### config.mk
export PLATFORM = sky130hd
export DESIGN_NAME = div_unit
export DESIGN_NICKNAME = d
export VERILOG_FILES = /design/src/rtl/div_unit.sv
export SDC_FILE = /design/constraint.sdc
export NUM_CORES = 1
export LEC_CHECK = 0
export BUFFER_PORTS_ARGS = -buffer_cell sky130_fd_sc_hd__clkbuf_2
export CORE_MARGIN = 4
export CORE_UTILIZATION = 54
export DETAILED_ROUTE_END_ITERATION = 10
export PLACE_DENSITY_LB_ADDON = 0.15
export SYNTH_ARGS = -nofsm -noshare
export SYNTH_HDL_FRONTEND = slang
export SYNTH_SLANG_ARGS = --single-unit
### constraint.sdc
create_clock -name clk -period 4 [get_ports clk]
set_input_delay 0.4 -clock clk [delete_from_list [all_inputs] [get_ports clk]]
set_output_delay 0.4 -clock clk [all_outputs]
set_load 0.05 [all_outputs]
### src/rtl/div_unit.sv
// rtl/div_unit.sv - multi-cycle radix-2 restoring divider for DIV/DIVU (HI/LO producer)
//
// Optional feature macro: DIV_ZERO_FASTPATH_EN
//   defined   : a zero divisor is caught in FREE and finishes through BYZERO (ready after edge 2)
//   undefined : a zero divisor runs all DATA_W iterations and the zero result is substituted at the end
//
// Ports:
//   clk          rising-edge clock
//   rst          asynchronous active-low reset
//   signed_div_i 1 = DIV (two's complement), 0 = DIVU
//   opdata1_i    dividend
//   opdata2_i    divisor
//   start_i      request, held by EX until ready_o is seen
//   annul_i      abort the current/pending division
//   result_o     {remainder, quotient}, valid while ready_o = 1
//   ready_o      result valid
module div_unit #(
    parameter int DATA_W = 32
) (
    input  logic                  clk,
    input  logic                  rst,
    input  logic                  signed_div_i,
    input  logic [DATA_W-1:0]     opdata1_i,
    input  logic [DATA_W-1:0]     opdata2_i,
    input  logic                  start_i,
    input  logic                  annul_i,
    output logic [2*DATA_W-1:0]   result_o,
    output logic                  ready_o
);

    localparam int CW = $clog2(DATA_W) + 1;
    localparam logic [CW-1:0] LAST = CW'(DATA_W - 1);

`ifdef DIV_ZERO_FASTPATH_EN
    typedef enum logic [1:0] {FREE, ON, END, BYZERO} state_t;
`else
    typedef enum logic [1:0] {FREE, ON, END} state_t;
`endif

    state_t state, state_n;

    logic [CW-1:0]     cnt;
    logic [DATA_W-1:0] rem;      // partial remainder
    logic [DATA_W-1:0] dvd;      // dividend magnitude, shifts out as quotient bits shift in
    logic [DATA_W-1:0] dvs;      // divisor magnitude
    logic [DATA_W-1:0] raw;      // dividend exactly as presented, for the divide-by-zero result
    logic              qneg;
    logic              rneg;
    logic              zero;

    logic              neg1;
    logic              neg2;
    logic              accept;

    logic [DATA_W:0]   rem_sh;
    logic              ge;
    logic [DATA_W-1:0] rem_sub;
    logic [DATA_W-1:0] rem_nx;
    logic [DATA_W-1:0] dvd_nx;
    logic [DATA_W-1:0] q_fin;
    logic [DATA_W-1:0] r_fin;

    assign neg1   = signed_div_i & opdata1_i[DATA_W-1];
    assign neg2   = signed_div_i & opdata2_i[DATA_W-1];
    assign accept = start_i & ~annul_i;

    // One restoring step. The shifted remainder needs DATA_W+1 bits for the
    // compare; when the subtract is taken the difference is below the divisor,
    // so the low DATA_W bits of the subtraction are exact.
    always_comb begin
        rem_sh  = {rem, dvd[DATA_W-1]};
        ge      = rem_sh >= {1'b0, dvs};
        rem_sub = rem_sh[DATA_W-1:0] - dvs;
        rem_nx  = ge ? rem_sub : rem_sh[DATA_W-1:0];
        dvd_nx  = {dvd[DATA_W-2:0], ge};
        q_fin   = qneg ? (~dvd_nx + 1'b1) : dvd_nx;
        r_fin   = rneg ? (~rem_nx + 1'b1) : rem_nx;
    end

    always_ff @(posedge clk or negedge rst) begin
        if (!rst) begin
            state <= FREE;
        end else begin
            state <= state_n;
        end
    end

    always_comb begin
        state_n = state;
        case (state)
            FREE: begin
                if (accept) begin
`ifdef DIV_ZERO_FASTPATH_EN
                    state_n = (opdata2_i == '0) ? BYZERO : ON;
`else
                    state_n = ON;
`endif
                end
            end
`ifdef DIV_ZERO_FASTPATH_EN
            BYZERO: state_n = annul_i ? FREE : END;
`endif
            ON: begin
                if (annul_i) begin
                    state_n = FREE;
                end else if (cnt == LAST) begin
                    state_n = END;
                end
            end
            END: begin
                if (annul_i || !start_i) begin
                    state_n = FREE;
                end
            end
            default: state_n = FREE;
        endcase
    end

    always_ff @(posedge clk or negedge rst) begin
        if (!rst) begin
            cnt      <= '0;
            rem      <= '0;
            dvd      <= '0;
            dvs      <= '0;
            raw      <= '0;
            qneg     <= 1'b0;
            rneg     <= 1'b0;
            zero     <= 1'b0;
            result_o <= '0;
            ready_o  <= 1'b0;
        end else begin
            case (state)
                FREE: begin
                    result_o <= '0;
                    ready_o  <= 1'b0;
                    if (accept) begin
                        raw  <= opdata1_i;
                        dvd  <= neg1 ? (~opdata1_i + 1'b1) : opdata1_i;
                        dvs  <= neg2 ? (~opdata2_i + 1'b1) : opdata2_i;
                        qneg <= neg1 ^ neg2;
                        rneg <= neg1;
                        zero <= (opdata2_i == '0);
                        rem  <= '0;
                        cnt  <= '0;
                    end
                end
`ifdef DIV_ZERO_FASTPATH_EN
                BYZERO: begin
                    if (!annul_i) begin
                        result_o <= {raw, {DATA_W{1'b1}}};
                        ready_o  <= 1'b1;
                    end
                end
`endif
                ON: begin
                    if (annul_i) begin
                        result_o <= '0;
                        ready_o  <= 1'b0;
                    end else begin
                        rem <= rem_nx;
                        dvd <= dvd_nx;
                        cnt <= cnt + 1'b1;
                        if (cnt == LAST) begin
                            // A zero divisor iterates to no purpose; its defined result replaces it.
                            result_o <= zero ? {raw, {DATA_W{1'b1}}} : {r_fin, q_fin};
                            ready_o  <= 1'b1;
                        end
                    end
                end
                END: begin
                    if (annul_i || !start_i) begin
                        result_o <= '0;
                        ready_o  <= 1'b0;
                    end
                end
                default: begin
                    result_o <= '0;
                    ready_o  <= 1'b0;
                end
            endcase
        end
    end

endmodule

# ---- Yosys cells after proc, flatten, opt, wreduce, memory -nomap -nowiden
# Cells that the tools add are included.
dict set report totals {
  reg_bits 204
  input_bits 69
  word_cells 71
}
dict set report classes {
  n_addsub 6
  magnitude_cmp 1
  n_eq_ne 7
  muxes 28
  bitwise 9
  reduce_logical 9
}
# op n
set ops {}
lappend ops {{$mux W32} 9}
lappend ops {{$mux W64} 4}
lappend ops {{$add A32 B1 Y32 const B} 4}
lappend ops {{$not A32 Y32} 4}
lappend ops {{$pmux W32 S2} 2}
lappend ops {{$pmux W64 S2} 1}
lappend ops {{$ge A33 B32 Y1} 1}
lappend ops {{$logic_not A32 Y1} 1}
lappend ops {{$sub A32 B32 Y32} 1}
lappend ops {{$mux W6} 2}
lappend ops {{$pmux W6 S2} 1}
lappend ops {{$mux W2} 4}
lappend ops {{$add A6 B1 Y6 const B} 1}
lappend ops {{$eq A6 B5 Y1 const B} 1}
lappend ops {{$ne A2 B2 Y1 const B} 3}
lappend ops {{$pmux W2 S3} 1}
lappend ops {{$reduce_and A3 Y1} 2}
lappend ops {{$reduce_and A2 Y1} 2}
lappend ops {{$and A1 B1 Y1} 3}
lappend ops {{$mux W1} 3}
lappend ops {{$ne A3 B3 Y1 const B} 1}
lappend ops {{$eq A2 B1 Y1 const B} 1}
lappend ops {{$eq A2 B2 Y1 const B} 1}
lappend ops {{$logic_not A2 Y1} 1}
lappend ops {{6 further kinds} 6}

# ---- Longest topological paths before layout
# Gate-level depths: netlist (run 1).
dict set report logic_depth {
  ltp_word 9
  mapped_depth 19
  depth_no_buf 16
}

# ---- Worst setup path after synthesis (run 1)
# No wires, ideal clock.
dict set report synth_timing {
  path_kind {register -> register}
  start {register dvd[31]}
  end {register result_o[63]}
  setup_time_ns 0.131
  arrival_time_ns 3.837
  slack_ns 0.031
  path_stages_with_launch 17
  synth_period_minus_slack_ns 3.969
  path_cell_list {dfrtp_1 > inv_1 > ha_1 > inv_1 > fa_1 > a211oi_1 > o21a_1 > o21ai_1 > xor2_1 > nor4_1 > o211ai_1 > o41ai_4 > o2111ai_2 > or4b_4 > o31ai_2 > xor2_1 > o21ai_1}
}
dict set report synth_via {
  elab_chain_cells 9
  elab_cells_between_ends 10
}
# element line
set synth_rtl {}
lappend synth_rtl {{start, declared} 44} ;# logic [DATA_W-1:0] dvd;
lappend synth_rtl {{start signal, assigned} 138} ;# dvd <= neg1 ? (~opdata1_i + 1'b1) : opdata1_i;
lappend synth_rtl {{start signal, assigned} 161} ;# dvd <= dvd_nx;
lappend synth_rtl {{$sub A32 B32 Y32 or $ge A33 B32 Y1 (tied branches)} {73, 72}}
lappend synth_rtl {{$mux W32 (*)} 74} ;# rem_nx = ge ? rem_sub : rem_sh[DATA_W-1:0];
lappend synth_rtl {{$not A32 Y32} 77} ;# r_fin = rneg ? (~rem_nx + 1'b1) : rem_nx;
lappend synth_rtl {{$add A32 B1 Y32} 77}
lappend synth_rtl {{$mux W32 (*)} 77}
lappend synth_rtl {{$mux W64 (*)} 165} ;# result_o <= zero ? {raw, {DATA_W{1'b1}}} : {r_fin, q_fin};
lappend synth_rtl {{$mux W64 (*)} 163} ;# if (cnt == LAST) begin
lappend synth_rtl {{$mux W64 (*)} 156} ;# if (annul_i) begin
lappend synth_rtl {{$pmux W64 S2 (*)} 132} ;# case (state)
lappend synth_rtl {{end signal, assigned} 165}
lappend synth_rtl {{end, declared} 27} ;# output logic [2*DATA_W-1:0] result_o,
# Every way passes the cells marked *; elsewhere a longest branch is shown, timed or not. The select of a mux whose other input is x is not followed.
# A chain may end at the register's enable or synchronous reset.

# ---- Final worst setup path (run 1)
dict set report layout_timing {
  start {register rem[2]}
  end {register result_o[63]}
}
dict set report layout_via {
  elab_chain_cells 9
  elab_cells_between_ends 10
}
# element line
set layout_rtl {}
lappend layout_rtl {{start, declared} 43} ;# logic [DATA_W-1:0] rem;
lappend layout_rtl {{start signal, assigned} 160} ;# rem <= rem_nx;
lappend layout_rtl {{$sub A32 B32 Y32 or $ge A33 B32 Y1 (tied branches)} {73, 72}}
lappend layout_rtl {{$mux W32 (*)} 74}
lappend layout_rtl {{$not A32 Y32} 77}
lappend layout_rtl {{$add A32 B1 Y32} 77}
lappend layout_rtl {{$mux W32 (*)} 77}
lappend layout_rtl {{$mux W64 (*)} 165}
lappend layout_rtl {{$mux W64 (*)} 163}
lappend layout_rtl {{$mux W64 (*)} 156}
lappend layout_rtl {{$pmux W64 S2 (*)} 132}
# Marked as above.

==> qor.csv, run 1 <==
metric;value;unit
H-tree levels;1;
max incr delay on CP;0.62;ns
CP max FO;4;
Clock Skew;0.0109;ns
full die area;26900;sq um
vias in the first global route;11365;
clock latency on the worst-skew pair;0.51;ns
dominant cell type by area after synthesis;dfrtp_1;
Post-DRT Antenna Nets;0;
CP arrival;4.34;ns
Fillers;2089;
max_cap viols;0;
Post-synth top cells;nand2_1 (359), o21ai_0 (207), dfrtp_1 (204);
DRC;0;
Synth Warn #;0;
WHS Path Cells;3;
Worst Tran Pin Value;1.02;ns
core area;23700;sq um
Die Wd;164;um
Final Power;13.1;mW
layout cells sized above 1;0.165;
Min-Delay Path Class;input port to flop;
Port Buffers;133;
Worst Min Path Start;opdata1_i[29];
FF-to-FF setup slack;0.02;ns
Post-synth ARST share;1.00;
Reg2Reg Capture Point;result_o[63]$_DFFE_PN0P_;
HPWL after detailed placement;26.6;mm
site row count;56;
clock root buffer;clkbuf_16;
Reg clk slew, reported paths;0.06;ns
RSZ-0062 raised after global routing;yes;
initial antenna violation count;1;
Primary FF master, synth;dfrtp_1;
number of enable flip-flop cells after synthesis;0;
I/O Pins;134;
fin util;0.655;
Synth cell types;78;
Initial Utilization;0.555;
most frequent cell after synthesis;nand2_1;
clock sink total;204;
Peak VDD IR;383;uV
max-slew violations;0;
setup TNS;0;ns
post-route clock period utilization;0.994;
R2R depth;13;
Worst R2R Start;rem[2]$_DFFE_PN0P_;
pin count of the biggest net entering global routing;90;
CTS tree;yes;
total number of vias;11907;
Via density;5.58;
crit path launch type;flop;
Yosys reg bits;204;
Final nets;1905;
cell area after synthesis;13200;sq um
Max Root-Sink Buffers;3;
# diodes;0;
post-synth top area share;0.388;
Leak;7.21;nW
DR pass1 iterations;5;
CP startpoint;rem[2]$_DFFE_PN0P_;
critical path data required time;4.37;ns
Slew headroom;0.320;
pwr/cell area;844;nW/um^2
element type at the critical path end;flop;
drt wl/cell;16.6;um
WS Path Type;flop to flop;
sequential element share of the synthesized area;0.388;
global-route wire length before repair;57.7;mm
worst hold path endpoint;raw[29]$_DFFE_PN0P_;
final number of hold-violating endpoints;0;
status;complete, no violations;
die height;164;um
Area Overhead vs Synth;17.9;%
crit-path cells;ha_2 > nand2_1 > a211oi_4 > o211ai_2 > a211o_1 > a21oi_1 > o21a_1 > o2111a_1 > o2111ai_4 > or4b_4 > o31ai_4 > xor2_1 > o21ai_1;
overall routed net length;35.5;mm
fmax;0.252;GHz
cells after synthesis;1633;
cts bufs inserted;23;
total track usage;0.262;
leading post-synthesis cells by cell area;dfrtp_1 (39%), nand2_1 (10%), o21ai_0 (7.9%), xnor2_1 (6.3%), a21oi_1 (4.1%);
Mapped Nets;1739;
post-layout minimum cycle time;3.98;ns
slowest cell on the critical path;or4b_4;
grt ovf;0;
final setup fails;0;
Synth Area per Inst;8.05;sq um
GPL Wtd Cong;0.907;
Iteration-0 DRC Markers;775;
metrics by stage:
step | hold slack, ns | setup WS (ns) | area (sq um) | cells
6_report | 0.144 | 0.0250 | 15500 | 2132
5_1_grt | 0.138 | -0.157 | 15500 | 2132
4_1_cts | 0.127 | -0.139 | 15300 | 2124
3_5_place_dp | 0.408 | -0.156 | 14600 | 2083
3_3_place_gp | 0.412 | -0.105 | 14600 | 2083
2_1_floorplan | 0.104 | 0.0315 | 13200 | 1633
per-layer routing:
layer | share of wire | global-route usage | wire [um] | up-vias
met5 | 0.00020 | 0 | 7 | -
met4 | 0.021 | 0.0610 | 738 | 2
met3 | 0.054 | 0.0319 | 1900 | 51
met2 | 0.46 | 0.438 | 16400 | 324
met1 | 0.46 | 0.365 | 16400 | 5538
li1 | - | - | - | 5992
cell families (layout without fill, tap and decap cells):
group,after synthesis,count (layout),synth area share
adders and majority gates,37,37,0.0358
muxes,25,25,0.0195
buffers and inverters,137,317,0.0401
DFF,204,204,0.388
AOI/OAI and AO/OA,469,469,0.218
and+or+nand+nor,615,615,0.201
xor gates and xnor gates,146,146,0.0972
cells in the final DEF (no fill, tap or decap), types with 11 or more instances in the layout:
cell	netlist	routed
nor2_1	119	116
o31ai_1	23	22
a22o_1	15	15
nor4_1	13	13
a31oi_1	12	12
nand2b_1	12	12
o21ai_0	207	204
clkbuf_16	0	23
nand3_1	21	20
xnor2_1	94	94
dfrtp_1	204	204
xor2_1	52	51
ha_1	36	34
a21o_1	11	11
a21oi_1	108	106
buf_4	0	85
inv_1	52	50
mux2i_1	22	22
nand2_1	359	358
nor3_1	30	29
clkbuf_2	0	132
power breakdown:
group	leakage [nW]	internal (mW)	switching (mW)
registers	2.67	2.63	0.577
logic	4.18	3.22	4.59
clock network	0.356	1.22	0.841
repair_timing:
item | CTS | global route
endpoints found under the hold margin | 59 | 0
resized for setup | 2 | 23
hold buffers | 1 | 0
setup endpoints to repair | 3 | 12
pin swaps | 1 | 5
buffers inserted | 1 | 8
cell type report:
| cell class | instances | area, sq um | share of cell area |
|---|---|---|---|
| Clock inverter | 4 | 51.3 | 0.00331 |
| Inverter | 53 | 204 | 0.0132 |
| Timing Repair Buffer | 225 | 1430 | 0.0919 |
| Tap cell | 319 | 399 | 0.0257 |
| Sequential cell | 204 | 5100 | 0.329 |
| Clock buffer | 35 | 671 | 0.0433 |
| Multi-Input combinational cell | 1292 | 7650 | 0.493 |
flip-flops by register name (all words and copies together), names as in the netlist:
| name | flops |
|---|---|
| qneg | 1 |
| result_o | 64 |
| cnt | 6 |
| dvs | 32 |
| zero | 1 |
| ready_o | 1 |
| rem | 32 |
| dvd | 32 |
| state | 2 |
| raw | 32 |
| rneg | 1 |
worst max-delay path, delay by kind of cell (launching register included):
| kind | cells | cell delay, ns |
|---|---|---|
| xor gates and xnor gates | 1 | 0.19 |
| adders and majority gates | 1 | 0.39 |
| DFF | 1 | 0.43 |
| AOI/OAI and AO/OA | 9 | 2.07 |
| and+or+nand+nor | 2 | 0.74 |
worst max path at each step:
stage,end,slack (ns),cells after the start
2_1_floorplan,result_o[63]$_DFFE_PN0P_,0.03,16
3_3_place_gp,result_o[63]$_DFFE_PN0P_,-0.11,17
3_5_place_dp,result_o[63]$_DFFE_PN0P_,-0.16,17
4_1_cts,result_o[63]$_DFFE_PN0P_,-0.14,18
5_1_grt,result_o[63]$_DFFE_PN0P_,-0.16,17
6_report,result_o[63]$_DFFE_PN0P_,0.02,13
(Power assumes the default switching activity.)
==> run 2, diff against run 1 <==
CORE_ASPECT_RATIO = 1.4   (was default)
==> qor.csv, run 2 (synthesis gave the netlist of run 1 again) <==
metric;value;unit;change
Via density;5.61;;+0.41%
Area Overhead vs Synth;16.4;%;
DRC;0;;unchanged
drt wl/cell;16.5;um;-0.91%
Clock Skew;0.0234;ns;+0.0124 ns
RSZ-0062 raised after global routing;yes;;
max-slew violations;0;;unchanged
# diodes;0;;unchanged
final setup fails;0;;unchanged
post-layout minimum cycle time;3.96;ns;-0.0189 ns
Reg2Reg Capture Point;result_o[63]$_DFFE_PN0P_;;
CTS tree;yes;;
layout cells sized above 1;0.164;;-0.000468
CTS Hold Bufs;0;;-1
Port Buffers;133;;unchanged
metal2 WL;17.6;mm;+7.1%
pwr/cell area;824;nW/um^2;-2.3%
Max Root-Sink Buffers;3;;unchanged
Slew headroom;0.298;;-0.0218
fin util;0.638;;-0.0162
Worst Tran Pin Value;1.05;ns;+0.0264 ns
Reg clk slew, reported paths;0.07;ns;about the same
clock sink total;204;;unchanged
critical path data required time;4.37;ns;about the same
overall routed net length;34.9;mm;-1.7%
fmax;0.253;GHz;+0.48%
grt ovf;0;;unchanged
FF-to-FF setup slack;0.04;ns;+0.02 ns
top layer in use;met4;;
max FFs per register;64;;unchanged
core area;24000;sq um;+1.2%
element type at the critical path end;flop;;
CP arrival;4.33;ns;about the same
Final nets;1900;;-0.26%
Fillers;2176;;+4.2%
HPWL after detailed placement;26.4;mm;-0.72%
global-route wire length before repair;57.5;mm;-0.45%
H-tree levels;1;;unchanged
total number of vias;11866;;-0.34%
largest reg by FF count;result_o;;
hold slack final;0.0156;ns;-0.129 ns
full die area;27000;sq um;+0.13%
Iteration-0 DRC Markers;595;;-23%
Min-Delay Path Class;input port to async pin;;
status;complete, no violations;;
most common cell after layout, fill and taps aside;nand2_1;;
Leak;7.14;nW;-1.0%
met1 WL;14.9;mm;-9.0%
initial antenna violation count;0;;-1
CP max FO;11;;+7
clock latency on the worst-skew pair;0.51;ns;about the same
routed wire length on met3;1.60;mm;-16%
pin count of the biggest net entering global routing;113;;+26%
setup TNS;0;ns;unchanged
final number of hold-violating endpoints;0;;unchanged
commonest non-fill, non-tap cells in the layout;nand2_1 (358), o21ai_0 (205), dfrtp_1 (204);;
Peak VDD IR;370;uV;-3.4%
GPL Wtd Cong;0.927;;+2.2%
site row count;67;;+20%
crit path launch type;flop;;
vias in the first global route;11521;;+1.4%
post-route clock period utilization;0.989;;-0.00472
die height;193;um;+17%
max_cap viols;0;;unchanged
Worst R2R Start;rem[3]$_DFFE_PN0P_;;
R2R depth;14;;+1
I/O Pins;134;;unchanged
Die Wd;140;um;-15%
Initial Utilization;0.549;;-0.00678
cts bufs inserted;21;;-8.7%
total track usage;0.257;;-0.00432
clock root buffer;clkbuf_16;;
Post-DRT Antenna Nets;0;;unchanged
DR pass1 iterations;5;;unchanged
WS Path Type;flop to flop;;
run 2: cell count changes in the layout (fill, tap and decap cells not counted), moves of 3 or more:
| cell | change |
|---|---|
| buf_12 | -4 |
| buf_4 | +4 |
| clkbuf_1 | -4 |
| clkbuf_8 | -3 |
| clkinv_2 | +4 |
run 2: how the worst max path moves through the flow:
stage	slack [ns]	from	to
floorplan	0.03	dvd[31]$_DFFE_PN0P_	result_o[63]$_DFFE_PN0P_
global placement	-0.07	dvd[31]$_DFFE_PN0P_	result_o[63]$_DFFE_PN0P_
detailed placement	-0.13	dvd[31]$_DFFE_PN0P_	result_o[63]$_DFFE_PN0P_
CTS	0.01	dvd[31]$_DFFE_PN0P_	result_o[63]$_DFFE_PN0P_
global route	-0.17	rem[2]$_DFFE_PN0P_	result_o[63]$_DFFE_PN0P_
finish	0.04	rem[3]$_DFFE_PN0P_	result_o[63]$_DFFE_PN0P_
run 2: metrics by stage:
| step | instance area (sq um) | setup WS (ns) | power (mW) | instances |
|---|---|---|---|---|
| after floorplan | 13200 | 0.0315 | 8.31 | 1633 |
| after global placement | 14500 | -0.0666 | 10.4 | 2075 |
| after detailed placement | 14500 | -0.131 | 10.6 | 2075 |
| after CTS | 15200 | 0.0111 | 12.5 | 2114 |
| after global routing | 15300 | -0.166 | 13.6 | 2116 |
| final | 15300 | 0.0439 | 12.6 | 2116 |
run 2: worst max-delay path, stage by stage, from the launching register on:
cell and delay [ns]:
dfrtp_1 0.42, ha_1 0.39, nand2_1 0.14, a211oi_4 0.35, o211ai_4 0.15, a21oi_4 0.23
o2111ai_4 0.22, nand2_8 0.21, inv_6 0.06, o31ai_1 0.37, o2111ai_2 0.22, or4b_4 0.60
o31ai_2 0.21, xor2_1 0.17, o21ai_1 0.07
run 2: cell type report:
cell class / count / area, sq um / area share
Clock buffer: 26 / 564 / 0.0369
Clock inverter: 9 / 75.1 / 0.00490
Inverter: 53 / 204 / 0.0133
Multi-Input combinational cell: 1292 / 7630 / 0.498
Sequential cell: 204 / 5100 / 0.333
Tap cell: 310 / 388 / 0.0253
Timing Repair Buffer: 222 / 1340 / 0.0877
run 2: power by group:
group	switching [mW]	total, mW	internal, mW
combinational	4.39	7.50	3.10
clock	0.820	1.88	1.06
sequential	0.597	3.23	2.63
total	5.81	12.6	6.80
run 2: metal layers:
| metal | vias up | global-route usage |
|---|---|---|
| met5 | - | 0 |
| li1 | 5979 | - |
| met3 | 53 | 0.0245 |
| met1 | 5544 | 0.323 |
| met4 | 0 | 0.0761 |
| met2 | 290 | 0.470 |
run 2: timing repair:
action                                  CTS  global route
pin swaps                                 1             5
setup buffers                             4             2
cloned                                    0             0
endpoints found under the setup margin    5            10
resized for setup                         4            15
==> run 3, diff against run 2 <==
CORE_UTILIZATION = 30   (was 54)
CTS_CLUSTER_SIZE = 8   (was default)
==> qor.csv, run 3 (synthesis gave the netlist of run 1 again) <==
metric;value;unit;change
register area;5110;sq um;about the same
crit-path cells;ha_4 > buf_4 > nand2b_1 > a211oi_4 > o211ai_2 > a211o_1 > a21oi_1 > buf_4 > o21a_1 > o2111a_1 > o2111ai_2 > or4b_4 > o31ai_4 > xor2_1 > o21ai_1;;
critical path data required time;4.40;ns;+0.03 ns
layout cells sized above 1;0.185;;+0.0209
max-slew violations;0;;unchanged
Peak VDD IR;288;uV;-22%
Leak;7.42;nW;+3.9%
Via density;4.93;;-12%
clock root buffer;clkbuf_16;;
Worst R2R Start;dvs[0]$_DFFE_PN0P_;;
status;finished, violations left;;
most common cell after layout, fill and taps aside;nand2_1;;
Max Root-Sink Buffers;3;;unchanged
grt ovf;0;;unchanged
setup TNS;-0.0128;ns;-0.0128 ns
overall routed net length;41.4;mm;+19%
Reg clk slew, reported paths;0.05;ns;-0.02 ns
post-route clock period utilization;1.00;;+0.0142
max incr delay on CP;0.63;ns;+0.03 ns
Final Power;13.5;mW;+7.1%
Slew headroom;0.329;;+0.0306
DRC;0;;unchanged
WHS Path Cells;3;;
Reg2Reg Capture Point;result_o[63]$_DFFE_PN0P_;;
commonest non-fill, non-tap cells in the layout;nand2_1 (357), o21ai_0 (204), dfrtp_1 (203);;
max_cap viols;0;;unchanged
Clock Skew;0.0171;ns;-0.00627 ns
fmax;0.249;GHz;-1.4%
failing checks;setup timing;;
hold slack final;0.112;ns;+0.0963 ns
worst hold path endpoint;raw[12]$_DFFE_PN0P_;;
DR pass1 iterations;4;;-1
Post-DRT Antenna Nets;0;;unchanged
final setup fails;1;;+1
H-tree levels;1;;unchanged
Initial Utilization;0.304;;-0.244
cts bufs inserted;29;;+38%
clock sink total;204;;unchanged
FF-to-FF setup slack;-0.01;ns;-0.06 ns
pwr/cell area;838;nW/um^2;+1.8%
final number of hold-violating endpoints;0;;unchanged
HPWL after detailed placement;31.9;mm;+21%
site row count;90;;+34%
Worst Min Path Start;opdata1_i[12];;
WS Path Type;flop to flop;;
R2R depth;15;;+1
largest reg by FF count;result_o;;
Die Wd;185;um;+32%
full die area;47300;sq um;+75%
element type at the critical path end;flop;;
Fillers;4610;;+110%
initial antenna violation count;1;;+1
core area;43200;sq um;+80%
Area Overhead vs Synth;22.4;%;
Port Buffers;133;;unchanged
I/O Pins;134;;unchanged
max FFs per register;64;;unchanged
vias in the first global route;12181;;+5.7%
cell mode on critical path;buf_4;;
RSZ-0062 raised after global routing;yes;;
post-layout minimum cycle time;4.01;ns;+0.0566 ns
Min-Delay Path Class;input port to flop;;
CTS tree;yes;;
Final nets;1950;;+2.6%
clock latency on the worst-skew pair;0.55;ns;+0.04 ns
CP max FO;4;;-7
slowest cell on the critical path;or4b_4;;
total track usage;0.174;;-0.0831
setup ws final;-0.0128;ns;-0.0566 ns
Worst Tran Pin Value;1.01;ns;-0.0395 ns
CP arrival;4.41;ns;+0.08 ns
GPL Wtd Cong;0.910;;-1.8%
total number of vias;11827;;-0.33%
drt wl/cell;17.3;um;+4.7%
Iteration-0 DRC Markers;573;;-3.7%
multi-input logic area;7650;sq um;+0.31%
crit path launch type;flop;;
global-route wire length before repair;67.2;mm;+17%
pin count of the biggest net entering global routing;83;;-27%
die height;256;um;+33%
==> run 3: where the power goes <==
group | switching (mW) | internal (mW)
registers | 0.578 | 2.64
logic | 4.65 | 3.44
clock network | 0.889 | 1.30
total | 6.12 | 7.38
==> run 3: worst max-delay path: cells and delay by family (launching register included) <==
| kind | cells | cell delay [ns] |
|---|---|---|
| AOI/OAI and AO/OA | 9 | 2.03 |
| and+or+nand+nor | 2 | 0.83 |
| DFF | 1 | 0.40 |
| buffers and inverters | 2 | 0.28 |
| adders and majority gates | 1 | 0.17 |
| xor gates and xnor gates | 1 | 0.16 |
==> run 3: metal layers <==
layer	routed length [um]	vias up	track usage
met5	0	-	0
met4	1240	0	0.0588
met3	1380	54	0.0208
met2	20400	184	0.300
met1	18400	5507	0.225
li1	-	6082	-
==> run 3: cell type report <==
class                      instances  share of cell area
tap                              552              0.0429
antenna                            1            0.000155
sequential                       204               0.317
clock buffer                      32              0.0470
timing repair buffer             264               0.105
multi-input combinational       1292               0.475
inverter                          53              0.0127
==> run 3: how the worst max path moves through the flow <==
stage	endpoint	slack (ns)	start
finish	result_o[63]$_DFFE_PN0P_	-0.01	dvs[0]$_DFFE_PN0P_
global route	result_o[63]$_DFFE_PN0P_	-0.24	dvd[31]$_DFFE_PN0P_
CTS	result_o[63]$_DFFE_PN0P_	-0.07	dvd[31]$_DFFE_PN0P_
detailed placement	result_o[63]$_DFFE_PN0P_	-0.24	dvd[31]$_DFFE_PN0P_
global placement	result_o[63]$_DFFE_PN0P_	-0.22	dvd[31]$_DFFE_PN0P_
floorplan	result_o[63]$_DFFE_PN0P_	0.03	dvd[31]$_DFFE_PN0P_
==> run 3: what timing repair did <==
action / 4_1_cts / 5_1_grt
setup endpoints to repair: 7 / 13
pin swaps: 1 / 6
resized for setup: 5 / 21
hold endpoints to repair: 79 / 0
hold buffers: 1 / 0
buffers inserted: 1 / 5
==> run 3: through the flow <==
stage               instances  setup slack [ns]  utilization  instance area, sq um
floorplan                1633            0.0315            -                 13200
global placement         2358            -0.220        0.351                 15200
detailed placement       2358            -0.242        0.351                 15200
CTS                      2392           -0.0725        0.370                 16000
global route             2398            -0.235        0.372                 16100
finish                   2398           -0.0128        0.372                 16100
